<file path="config.mk">
export PLATFORM = sky130hd
export DESIGN_NAME = slc3_trace_buffer
export DESIGN_NICKNAME = d
export VERILOG_FILES = /design/src/rtl/slc3_trace_buffer.sv
export SDC_FILE = /design/constraint.sdc
export NUM_CORES = 1
export LEC_CHECK = 0
export ABC_AREA = 1
export BUFFER_PORTS_ARGS = -buffer_cell sky130_fd_sc_hd__clkbuf_2
export CAP_MARGIN = 20
export CORE_MARGIN = 10
export CORE_UTILIZATION = 45
export DETAILED_ROUTE_END_ITERATION = 8
export PLACE_DENSITY_LB_ADDON = 0.1
export SETUP_SLACK_MARGIN = 0.5
export SYNTH_ARGS = -nofsm -noshare
export SYNTH_HDL_FRONTEND = slang
export SYNTH_SLANG_ARGS = --single-unit
</file>
<file path="constraint.sdc">
create_clock -name Clk -period 6.1 [get_ports Clk]
set_clock_uncertainty 0.05 [all_clocks]
set_input_delay 0.61 -clock Clk [delete_from_list [all_inputs] [get_ports Clk]]
set_output_delay 0.61 -clock Clk [all_outputs]
set_load 0.005 [all_outputs]
</file>
<file path="src/rtl/slc3_trace_buffer.sv">
// slc3_trace_buffer: instruction fetch trace buffer for the SLC-3 core.
// Captures {PC, IR} pairs into a circular buffer, optionally starting on a
// trigger opcode, with wrap (overwrite-oldest) or stop-when-full policies.
// Reads pop the oldest entry with a registered one-cycle response.
module slc3_trace_buffer #(
  parameter int unsigned DATA_W = 16,
  parameter int unsigned DEPTH  = 16,
  parameter int unsigned CNT_W  = $clog2(DEPTH) + 1
) (
  input  logic                Clk,
  input  logic                Reset,
  input  logic                Clear,
  input  logic                Trace_en,
  input  logic                Trigger_en,
  input  logic [3:0]          Trigger_opcode,
  input  logic                Wrap_mode,
  input  logic                Fetch_valid,
  input  logic [DATA_W-1:0]   PC_in,
  input  logic [DATA_W-1:0]   IR_in,
  input  logic                Rd_req,
  output logic [2*DATA_W-1:0] Rd_data,
  output logic                Rd_valid,
  output logic [CNT_W-1:0]    Count,
  output logic                Full,
  output logic                Empty,
  output logic                Overflow,
  output logic                Triggered,
  output logic [1:0]          State
);

  localparam int unsigned PTR_W = $clog2(DEPTH);

  typedef enum logic [1:0] {
    IDLE    = 2'd0,
    ARMED   = 2'd1,
    CAPTURE = 2'd2,
    STOPPED = 2'd3
  } state_t;

  state_t               state_q, state_d;
  logic [PTR_W-1:0]     wr_ptr_q, wr_ptr_d;
  logic [PTR_W-1:0]     rd_ptr_q, rd_ptr_d;
  logic [CNT_W-1:0]     count_q, count_d;
  logic                 overflow_q, overflow_d;
  logic                 triggered_q, triggered_d;
  logic                 rd_valid_q, rd_valid_d;
  logic [2*DATA_W-1:0]  rd_data_q, rd_data_d;

  logic [2*DATA_W-1:0]  mem_q [DEPTH];

  logic full, empty;
  logic opcode_match;
  logic capture_ok;
  logic rd_fire;
  logic wr_store;
  logic wr_overwrite;
  logic wr_drop_full;
  logic mem_we;

  assign full  = (count_q == CNT_W'(DEPTH));
  assign empty = (count_q == '0);

  assign opcode_match = (IR_in[DATA_W-1 -: 4] == Trigger_opcode);

  // Classify this cycle's fetch and read; a read is resolved before a write,
  // so a full buffer with a concurrent pop accepts the write without loss.
  always_comb begin
    capture_ok   = 1'b0;
    rd_fire      = 1'b0;
    wr_store     = 1'b0;
    wr_overwrite = 1'b0;
    wr_drop_full = 1'b0;
    if (!Clear) begin
      rd_fire    = Rd_req && !empty;
      capture_ok = Trace_en && Fetch_valid &&
                   ((state_q == CAPTURE) || ((state_q == ARMED) && opcode_match));
      if (capture_ok) begin
        if (!full || rd_fire) begin
          wr_store = 1'b1;
        end else if (Wrap_mode) begin
          wr_store     = 1'b1;
          wr_overwrite = 1'b1;
        end else begin
          wr_drop_full = 1'b1;
        end
      end
    end
  end

  assign mem_we = wr_store;

  // Datapath next-state: pointers, occupancy, sticky flags and read response.
  always_comb begin
    wr_ptr_d    = wr_ptr_q;
    rd_ptr_d    = rd_ptr_q;
    count_d     = count_q;
    overflow_d  = overflow_q;
    triggered_d = triggered_q;
    rd_valid_d  = 1'b0;
    rd_data_d   = rd_data_q;
    if (Clear) begin
      wr_ptr_d    = '0;
      rd_ptr_d    = '0;
      count_d     = '0;
      overflow_d  = 1'b0;
      triggered_d = 1'b0;
    end else begin
      if (rd_fire) begin
        rd_data_d  = mem_q[rd_ptr_q];
        rd_valid_d = 1'b1;
      end
      if (wr_store) begin
        wr_ptr_d = wr_ptr_q + PTR_W'(1);
      end
      if (rd_fire || wr_overwrite) begin
        rd_ptr_d = rd_ptr_q + PTR_W'(1);
      end
      count_d = count_q + CNT_W'(wr_store && !wr_overwrite) - CNT_W'(rd_fire);
      if (wr_overwrite || wr_drop_full) begin
        overflow_d = 1'b1;
      end
      if ((state_q == ARMED) && capture_ok) begin
        triggered_d = 1'b1;
      end
    end
  end

  // Session FSM next-state; disabling the trace always returns to IDLE.
  always_comb begin
    state_d = state_q;
    if (Clear) begin
      state_d = IDLE;
    end else begin
      case (state_q)
        IDLE: begin
          if (Trace_en) begin
            state_d = Trigger_en ? ARMED : CAPTURE;
          end
        end
        ARMED: begin
          if (!Trace_en) begin
            state_d = IDLE;
          end else if (capture_ok) begin
            state_d = wr_drop_full ? STOPPED : CAPTURE;
          end
        end
        CAPTURE: begin
          if (!Trace_en) begin
            state_d = IDLE;
          end else if (wr_drop_full) begin
            state_d = STOPPED;
          end
        end
        STOPPED: begin
          if (!Trace_en) begin
            state_d = IDLE;
          end else if (rd_fire || !full) begin
            state_d = CAPTURE;
          end
        end
        default: state_d = IDLE;
      endcase
    end
  end

  // Control and response registers with asynchronous reset.
  always_ff @(posedge Clk or posedge Reset) begin
    if (Reset) begin
      state_q     <= IDLE;
      wr_ptr_q    <= '0;
      rd_ptr_q    <= '0;
      count_q     <= '0;
      overflow_q  <= 1'b0;
      triggered_q <= 1'b0;
      rd_valid_q  <= 1'b0;
      rd_data_q   <= '0;
    end else begin
      state_q     <= state_d;
      wr_ptr_q    <= wr_ptr_d;
      rd_ptr_q    <= rd_ptr_d;
      count_q     <= count_d;
      overflow_q  <= overflow_d;
      triggered_q <= triggered_d;
      rd_valid_q  <= rd_valid_d;
      rd_data_q   <= rd_data_d;
    end
  end

  // Trace storage; contents are not reset.
  always_ff @(posedge Clk) begin
    if (mem_we) begin
      mem_q[wr_ptr_q] <= {PC_in, IR_in};
    end
  end

  assign Rd_data   = rd_data_q;
  assign Rd_valid  = rd_valid_q;
  assign Count     = count_q;
  assign Full      = full;
  assign Empty     = empty;
  assign Overflow  = overflow_q;
  assign Triggered = triggered_q;
  assign State     = state_q;

endmodule

</file>
==> impl_metrics.toml, run 1 <==
[logic_synthesis]
ys.flop_type = "edfxtp_1"
postSynthCellCount = 1737
yosysUniqueCellTypes = 33
syn_area_sq_um = 22300
synth.avg_cell_area_sq_um = 12.8
yosys.area.top_type = "edfxtp_1"
synth-edff-count = 512
ys_warn_count = 0
synth_top_cell_area_share_pct = 69.0
synth-seq-area-share_pct = 74.6
async_reset_ff_share_pct = 8.90
yosys-top-cells-area = "edfxtp_1 69%, nor2_1 5.9%, dfrtp_1 5.6%"
ys_ff_latch = 562
syn_nets = 1793

[outcome]
status = "complete, no violations"

[detailed_routing]
ant_nets = 0
drt_wl_total_microns = 57300
firstDrtPassIters = 5
route.detailed.wl_per_inst_microns = 22.8
drc_errors = 0
vias_per_cell = 5.53
first_iter_violations = 1095
vias = 13900

[cts]
cts_resized = 0
path_clk_slew_ns = 0.06
clock_latency_ns = 0.61
root_buffer = "clkbuf_16"
cts_tree = "done"
numCtsBuffers = 57
h-tree-depth = 2
postCtsSetupBuffers = 0
cts.sinks = 562
cts_buffer_depth = 3
cts_hold_buf = 0

[final_layout]
fill_cells = 4209
antenna_cells = 0
ff_latch_area_sq_um = 16600
area_delta_synth_final_pct = 13.3
nNetsFinal = 1855
fin_area_sq_um = 25200
multi_input_area_sq_um = 5060
drive_gt1_share_pct = 12.5

[worst_setup_path]
worstPathArrival_ns = 3.77
reg2reg_from = "State[0]"
critPathRequiredTime_ns = 6.35
start_kind = "flip-flop"
cp-end-kind = "flip-flop"
path_max_fanout = 22
worst_r2r_endpoint = "mem_q[7][30]"
criticalPathCategory = "reg2reg"
reg2regPathDepth = 13
r2r_setup_slack_ns = 2.58

[power_and_ir_drop]
power_density_nw_per_um2 = 389
leakagePower_nw = 8.63
peakVddDrop_mv = 0.224

[timing]
slew_headroom_pct = 22.8
tightest_slew_ns = 1.16
max_clock_freq_ghz = 0.284
slew_violations = 0
tns_ns = 0
setup_viol = 0
rsz0062_at_grt = "no"
fin_crit_sh_pct = 57.7
hold_viol = 0
min_period_ns = 3.52

[floorplan]
fp.dieH_microns = 243
ios = 88
chipWidth_microns = 243
floorplan.initialDensity_pct = 45.5
fp-row-count = 81
dieArea_sq_um = 58800
core_sq_um = 49000

[placed_design]
port_buffers = 87
dpl_cell_area_sq_um = 23400
globalplace.congestion = 0.754
hpwl_microns = 31700

[global_route]
antenna_found_initial = 1
grt-ovfl-total = 0
grt_pass1_wl_microns = 87700
grt_use_total_pct = 19.3
grt_pass1_vias = 13800
grt_max_degree = 203

[job]
maxCapViolations = 0

[min_path]
hold_path_class = "in2async"
==> state kept, by name, indices dropped and copies added (netlist names) <==
register / flops
Rd_data: 32
rd_ptr_q: 4
Overflow: 1
Rd_valid: 1
Count: 5
Triggered: 1
mem_q: 512
wr_ptr_q: 4
State: 2
==> worst max path at each step <==
stage                                 start      endpoint  slack, ns
after CTS                          State[0]  mem_q[7][30]       2.55
final                              State[0]  mem_q[7][30]       2.58
after floorplan           Trigger_opcode[2]   mem_q[0][0]       2.91
after global placement            IR_in[13]  mem_q[7][19]       2.39
after detailed placement          IR_in[13]  mem_q[7][23]       2.35
after global routing               State[0]  mem_q[7][23]       2.26
==> cells in the mapped netlist (all sizes together) (2+ instances only) <==
library cell and number:
inv 34, nand4 2, o21ai 315, clkbuf 58, edfxtp 512, nand2 138, ha 11, nor2 356
buf 53, a21oi 11, dfrtp 50, nand3 13, xor2 4, o21bai 18, o22ai 155
==> area by class of cell <==
type / count / area share, %
inverters: 35 / 0.575
well taps: 664 / 3.29
repair buffers: 114 / 2.95
clock inverters: 17 / 0.634
multi-input cells: 1029 / 20.0
clock buffers: 91 / 6.60
flip-flops and latches: 562 / 65.9
==> stage by stage <==
stage	cells	util [%]	worst slack (ns)	power (W)	hold slack, ns
5_1_grt	2512	51.6	2.26	0.0103	0.237
4_1_cts	2511	51.5	2.55	0.00991	0.197
3_3_place_gp	2397	47.5	2.39	0.00648	0.412
2_1_floorplan	1737	-	2.91	0.00583	0.422
6_report	2512	51.6	2.58	0.00981	0.169
3_5_place_dp	2403	47.8	2.35	0.00648	0.416
==> layer usage <==
layer  GRT usage [%]  up-vias  wire (microns)
li1                -     6488               -
met1            25.5     6972           25000
met2            31.9      351           28300
met3            3.51       71            2840
met4            5.70        2            1240
met5               0        -              12
==> layout by cell type (no fill, tap or decap), types with 2 or more instances in the layout <==
cell type  synthesis  routed
nor2_1           353     337
nand3_1           12      11
nand4_1            2       2
inv_2              3       5
inv_6              0       2
nor2_4             2      18
clkinv_2           1       8
xor2_1             4       4
edfxtp_1         512     512
dfrtp_1           50      46
dfrtp_4            0       2
o22ai_1          155     155
o21ai_0          176     176
nand2_2            6       6
clkinv_1           0       5
nand3_2            1       2
ha_1              11      11
nand2_1          132     132
clkbuf_8           0       7
a21oi_1           11      11
dfrtp_2            0       2
clkbuf_1          54      25
clkbuf_2           4      87
buf_12             0       7
inv_1             30      27
bufinv_16          0       3
o21ai_1          139     139
o21bai_1          18      18
buf_4             18      19
clkbuf_16          0      59
==> report_power, final <==
part           leakage, nW  switching (W)  internal [W]
clock network        0.889        0.00144       0.00199
registers             5.24       0.000161       0.00433
logic                 2.51        0.00127      0.000626
total                 8.63        0.00286       0.00694
==> critical path, cell delays in order, from the launching register on <==
cell      delay (ns)
dfrtp_1         0.45
inv_2           0.05
nor2_2          0.41
nand2_1         0.09
nor2_1          0.12
nand2_1         0.21
nand2_2         0.18
nand2_2         0.08
nor2_4          0.10
nand2_1         0.07
clkinv_2        0.12
nand2_2         0.15
nor2_4          0.74
buf_4           0.38
==> kinds of logic (layout without fill, tap and decap cells) <==
kind of cell | after synthesis | in the layout | synth area share [%]
adder cells (fa/ha/maj) | 12 | 12 | 0.708
flip-flops | 562 | 562 | 74.6
buffers and inverters | 146 | 257 | 3.22
AO/OA/AOI/OAI | 502 | 502 | 12.4
XOR/XNOR | 5 | 5 | 0.197
AND/OR/NAND/NOR | 510 | 510 | 8.86
(Power assumes the default switching activity.)
==> run 2: changes to the inputs <==
==> constraint.sdc (replaced) <==
create_clock -name Clk -period 3.2 [get_ports Clk]
set_clock_uncertainty 0.05 [all_clocks]
set_input_delay 0.32 -clock Clk [delete_from_list [all_inputs] [get_ports Clk]]
set_output_delay 0.32 -clock Clk [all_outputs]
set_load 0.005 [all_outputs]
==> impl_metrics.toml, run 2 (synthesized netlist as in run 1, its figures left out) <==
[floorplan]
dieArea_sq_um = 58800
floorplan.initialDensity_pct = 45.5
fp.dieH_microns = 243
ios = 88
chipWidth_microns = 243
core_sq_um = 49000
fp-row-count = 81

[global_route]
grt-ovfl-total = 0
grt_max_degree = 101
grt_pass1_vias = 14200
grt_use_total_pct = 19.5
grt_pass1_wl_microns = 88800
antenna_found_initial = 1

[detailed_routing]
drt_wl_total_microns = 58300
ant_nets = 0
route.detailed.wl_per_inst_microns = 22.7
vias_per_cell = 5.51
first_iter_violations = 1081
drc_errors = 0
firstDrtPassIters = 5
vias = 14200

[cts]
clock_latency_ns = 0.62
h-tree-depth = 2
cts_tree = "done"
root_buffer = "clkbuf_16"
cts_buffer_depth = 3
cts.sinks = 562
path_clk_slew_ns = 0.06
numCtsBuffers = 58

[job]
maxCapViolations = 0

[worst_setup_path]
worstPathArrival_ns = 2.92
worst_r2r_endpoint = "mem_q[6][30]"
criticalPathCategory = "reg2reg"
path_buf_inv = 5
crit_family = "simple AND/OR/NAND/NOR gates"
slowest_stage = "dfrtp_1"
cpPeakStageDelay_ns = 0.40
reg2reg_from = "State[1]"
critPathRequiredTime_ns = 3.45
path_max_fanout = 19
crit_top_cell = "nor2_4"
reg2regPathDepth = 15
r2r_setup_slack_ns = 0.54
crit_chain = "nor2_4 -> buf_12 -> nand2_4 -> nor2_4 -> nand2_4 -> nand2_4 -> buf_4 -> buf_4 -> nand2_2 -> nor2_4 -> nand2_1 -> clkinv_2 -> nand2_2 -> nor2_4 -> buf_12"
start_kind = "flip-flop"
cp-end-kind = "flip-flop"

[final_layout]
antenna_cells = 0
top_register = "mem_q"
area_delta_synth_final_pct = 17.2
nNetsFinal = 1911
layout_common_cells = "512 x edfxtp_1, 335 x nor2_1, 176 x o21ai_0, 155 x o22ai_1, 139 x o21ai_1"
final_common_cell = "edfxtp_1"
finalNonFillerCells = 2568
largest_reg_flops = 512
drive_gt1_share_pct = 15.7
post-route-util_pct = 53.3

[min_path]
whs_path_depth = 5
hold_path_class = "in2reg"
min_from = "Trace_en"
min_to = "State[1]"

[placed_design]
port_buffers = 87
globalplace.congestion = 0.802
hpwl_microns = 33900
dp.cells = 2442

[timing]
min_period_ns = 2.66
rsz0062_at_grt = "yes"
fin_crit_sh_pct = 83.2
setup_viol = 0
tightest_slew_ns = 0.901
max_clock_freq_ghz = 0.376
tns_ns = 0
slew_headroom_pct = 39.9
hold_viol = 0
slew_violations = 0

[power_and_ir_drop]
peakVddDrop_mv = 0.422
power_density_nw_per_um2 = 746
finalPower_w = 0.0195
leakagePower_nw = 9.05

[outcome]
status = "complete, no violations"
-- run 2: worst max-delay path by stage --
stage | cells past startpoint | from | end | slack [ns]
after global routing | 15 | State[1] | mem_q[0][30] | 0.39
after detailed placement | 20 | IR_in[13] | Count[4] | 0.23
final | 15 | State[1] | mem_q[6][30] | 0.54
after floorplan | 11 | Count[2] | mem_q[0][0] | 0.09
after global placement | 20 | State[1] | Count[4] | 0.25
after CTS | 21 | State[0] | Count[4] | 0.46
-- run 2: metal layers --
layer | track usage (%) | vias up | part of all wire, %
met5 | 0 | - | 0
met1 | 26.4 | 7105 | 44
met3 | 3.21 | 84 | 5.3
met4 | 6.18 | 0 | 2.4
met2 | 31.8 | 360 | 48
li1 | - | 6602 | -
-- run 2: metrics by stage --
stage	instance area, sq um	worst slack, ns	hold slack (ns)
floorplan	22300	0.0927	0.335
CTS	26000	0.461	0.0271
global route	26100	0.386	0.0754
finish	26100	0.538	0.0641
detailed placement	23900	0.234	0.284
global placement	23900	0.246	0.285
-- run 2: what timing repair did --
item / in CTS / in global routing
endpoints found under the hold margin: 23 / 0
resized for setup: 13 / 7
endpoints found under the setup margin: 161 / 37
setup buffers: 7 / 5
hold buffers: 5 / 0
pin swaps: 9 / 11
-- run 2: report_power, final --
group / leakage [nW] / internal [W] / switching, W / total (W)
clock: 0.969 / 0.00423 / 0.00278 / 0.00701
combinational: 2.85 / 0.00137 / 0.00266 / 0.00403
sequential: 5.24 / 0.00825 / 0.000180 / 0.00843
-- run 2: cell type report --
| type | instances | area (sq um) |
|---|---|---|
| Fill cell | 4153 | 22800 |
| Sequential cell | 562 | 16600 |
| Multi-Input combinational cell | 1029 | 5140 |
| Clock buffer | 82 | 1610 |
| Timing Repair Buffer | 169 | 1380 |
| Tap cell | 664 | 831 |
| Clock inverter | 27 | 377 |
| Inverter | 35 | 143 |
-- run 2: tightest hold or removal path: cells and delay by family --
kind | cells | cell delay [ns]
simple gates | 4 | 0.27
buf+inv | 1 | 0.10
==> run 3: changes to the inputs <==
==> constraint.sdc (replaced) <==
create_clock -name Clk -period 2.45 [get_ports Clk]
set_clock_uncertainty 0.05 [all_clocks]
set_input_delay 0.245 -clock Clk [delete_from_list [all_inputs] [get_ports Clk]]
set_output_delay 0.245 -clock Clk [all_outputs]
set_load 0.005 [all_outputs]
==> impl_metrics.toml, run 3 (synthesized netlist as in run 1, its figures left out) <==
[outcome]
status = "complete, but fails checks"
violations = "setup timing"

[floorplan]
dieArea_sq_um = 58800
fp-row-count = 81
core_sq_um = 49000
fp.dieH_microns = 243
ios = 88
floorplan.initialDensity_pct = 45.5
chipWidth_microns = 243

[final_layout]
antenna_cells = 0
fin_area_sq_um = 28500
drive_gt1_share_pct = 20.2
layout_common_cells = "512 x edfxtp_1, 334 x nor2_1, 174 x o21ai_0, 155 x o22ai_1, 141 x o21ai_1"
top_register = "mem_q"
largest_reg_flops = 512
final_common_cell = "edfxtp_1"
nNetsFinal = 2024
area_delta_synth_final_pct = 27.8

[power_and_ir_drop]
swShare_pct = 29.3
power.switching_w = 0.00740
power_frac_seq_pct = 43.6
leakagePower_nw = 10.0
p_clk_share_pct = 34.4
power_density_nw_per_um2 = 886
peakVddDrop_mv = 0.541
pwr-share-comb_pct = 22.0
p_int_w = 0.0178

[job]
maxCapViolations = 0

[worst_setup_path]
crit_top_cell = "nor2_4"
path_max_fanout = 6
start_kind = "flip-flop"
crit_start = "State[0]"
reg2reg_from = "State[0]"
cpPeakStageDelay_ns = 0.36
criticalPathCategory = "reg2reg"
worstPathArrival_ns = 2.95
critPathRequiredTime_ns = 2.74
cp-end-kind = "flip-flop"
crit_family = "simple AND/OR/NAND/NOR gates"
crit_chain = "inv_2 -> nor2_4 -> nand2_2 -> nor2_4 -> nand2_4 -> nand2_4 -> buf_4 -> nand2_2 -> nor2_4 -> nand2_2 -> clkinv_4 -> buf_12 -> nand2_8 -> buf_12 -> nor2_4 -> buf_8 -> clkbuf_16"
path_buf_inv = 7
slowest_stage = "dfrtp_1"

[cts]
h-tree-depth = 2
numCtsBuffers = 59
clock_latency_ns = 0.62
cts_tree = "done"
path_clk_slew_ns = 0.06
root_buffer = "clkbuf_16"
cts_buffer_depth = 3
cts.sinks = 562

[timing]
setup_slack_ns = -0.213
max_clock_freq_ghz = 0.376
fin_crit_sh_pct = 109
tightest_slew_ns = 0.576
slew_violations = 0
slew_headroom_pct = 61.6
min_period_ns = 2.66
setup_viol = 443
hold_viol = 0
rsz0062_at_grt = "yes"

[global_route]
grt_use_total_pct = 20.9
grt_pass1_vias = 14800
antenna_found_initial = 0
grt-ovfl-total = 0
grt_pass1_wl_microns = 94300
grt_max_degree = 67

[placed_design]
globalplace.congestion = 0.803
dpl_cell_area_sq_um = 24400
dp_slack_ns = -0.435
port_buffers = 87
hpwl_microns = 33900

[detailed_routing]
ant_nets = 0
drc_errors = 0
vias_per_cell = 5.59
vias = 15000
firstDrtPassIters = 5
first_iter_violations = 1388
drt_wl_total_microns = 65100
route.detailed.wl_per_inst_microns = 24.3

[min_path]
hold_path_class = "in2reg"
min_from = "PC_in[4]"
[run 3: cell type report]
cell class | count | area, sq um
fillers | 3896 | 20500
flip-flops and latches | 562 | 16600
multi-input cells | 1029 | 5200
repair buffers | 281 | 3770
clock buffers | 85 | 1670
well taps | 664 | 831
clock inverters | 26 | 215
inverters | 35 | 149
[run 3: path summary, 6_finish.rpt]
kind | to | slack (ns) | depth (start not counted)
max reg2reg | mem_q[9][23] | -0.21 | 17
min reg2reg | Rd_data[23] | 0.43 | 2
min in group asynchronous | Rd_data[6] | 0.14 | 3
max in group asynchronous | Rd_data[24] | 1.58 | 4
max | mem_q[9][23] | -0.21 | 17
min | mem_q[13][20] | 0.03 | 1
[run 3: what timing repair did]
item                                    4_1_cts  5_1_grt
endpoints found under the setup margin      549      561
resized for setup                            49       35
hold endpoints to repair                     89        0
hold buffers                                 11        0
pin swaps                                    15       16
gates cloned                                 23       21
buffers inserted                             34       17
[run 3: stage by stage]
step           hold slack (ns)  TNS [ns]  total power [W]  instances  util [%]
2_1_floorplan            0.256   -0.0328           0.0146       1737         -
3_3_place_gp             0.220    -66.50           0.0166       2465      49.9
3_5_place_dp             0.231    -73.39           0.0167       2465      49.9
4_1_cts                0.00221    -42.93           0.0254       2644      56.4
5_1_grt                 0.0271   -101.20           0.0264       2682      58.1
6_report                0.0285    -40.74           0.0252       2682      58.1
[run 3: power groups by stage]
stage | logic (W) | clock network, W | registers [W]
finish | 0.00554 | 0.00868 | 0.0110
global route | 0.00612 | 0.00922 | 0.0110
CTS | 0.00552 | 0.00883 | 0.0110
detailed placement | 0.00546 | 0 | 0.0112
global placement | 0.00542 | 0 | 0.0112
floorplan | 0.00338 | 0 | 0.0112
[run 3: routing by layer]
metal,part of all wire (%),global-route usage [%],vias up
li1,-,-,6854
met1,44,28.5,7486
met2,48,33.9,513
met3,5.7,3.03,126
met4,2.9,6.49,0
met5,0,0,-
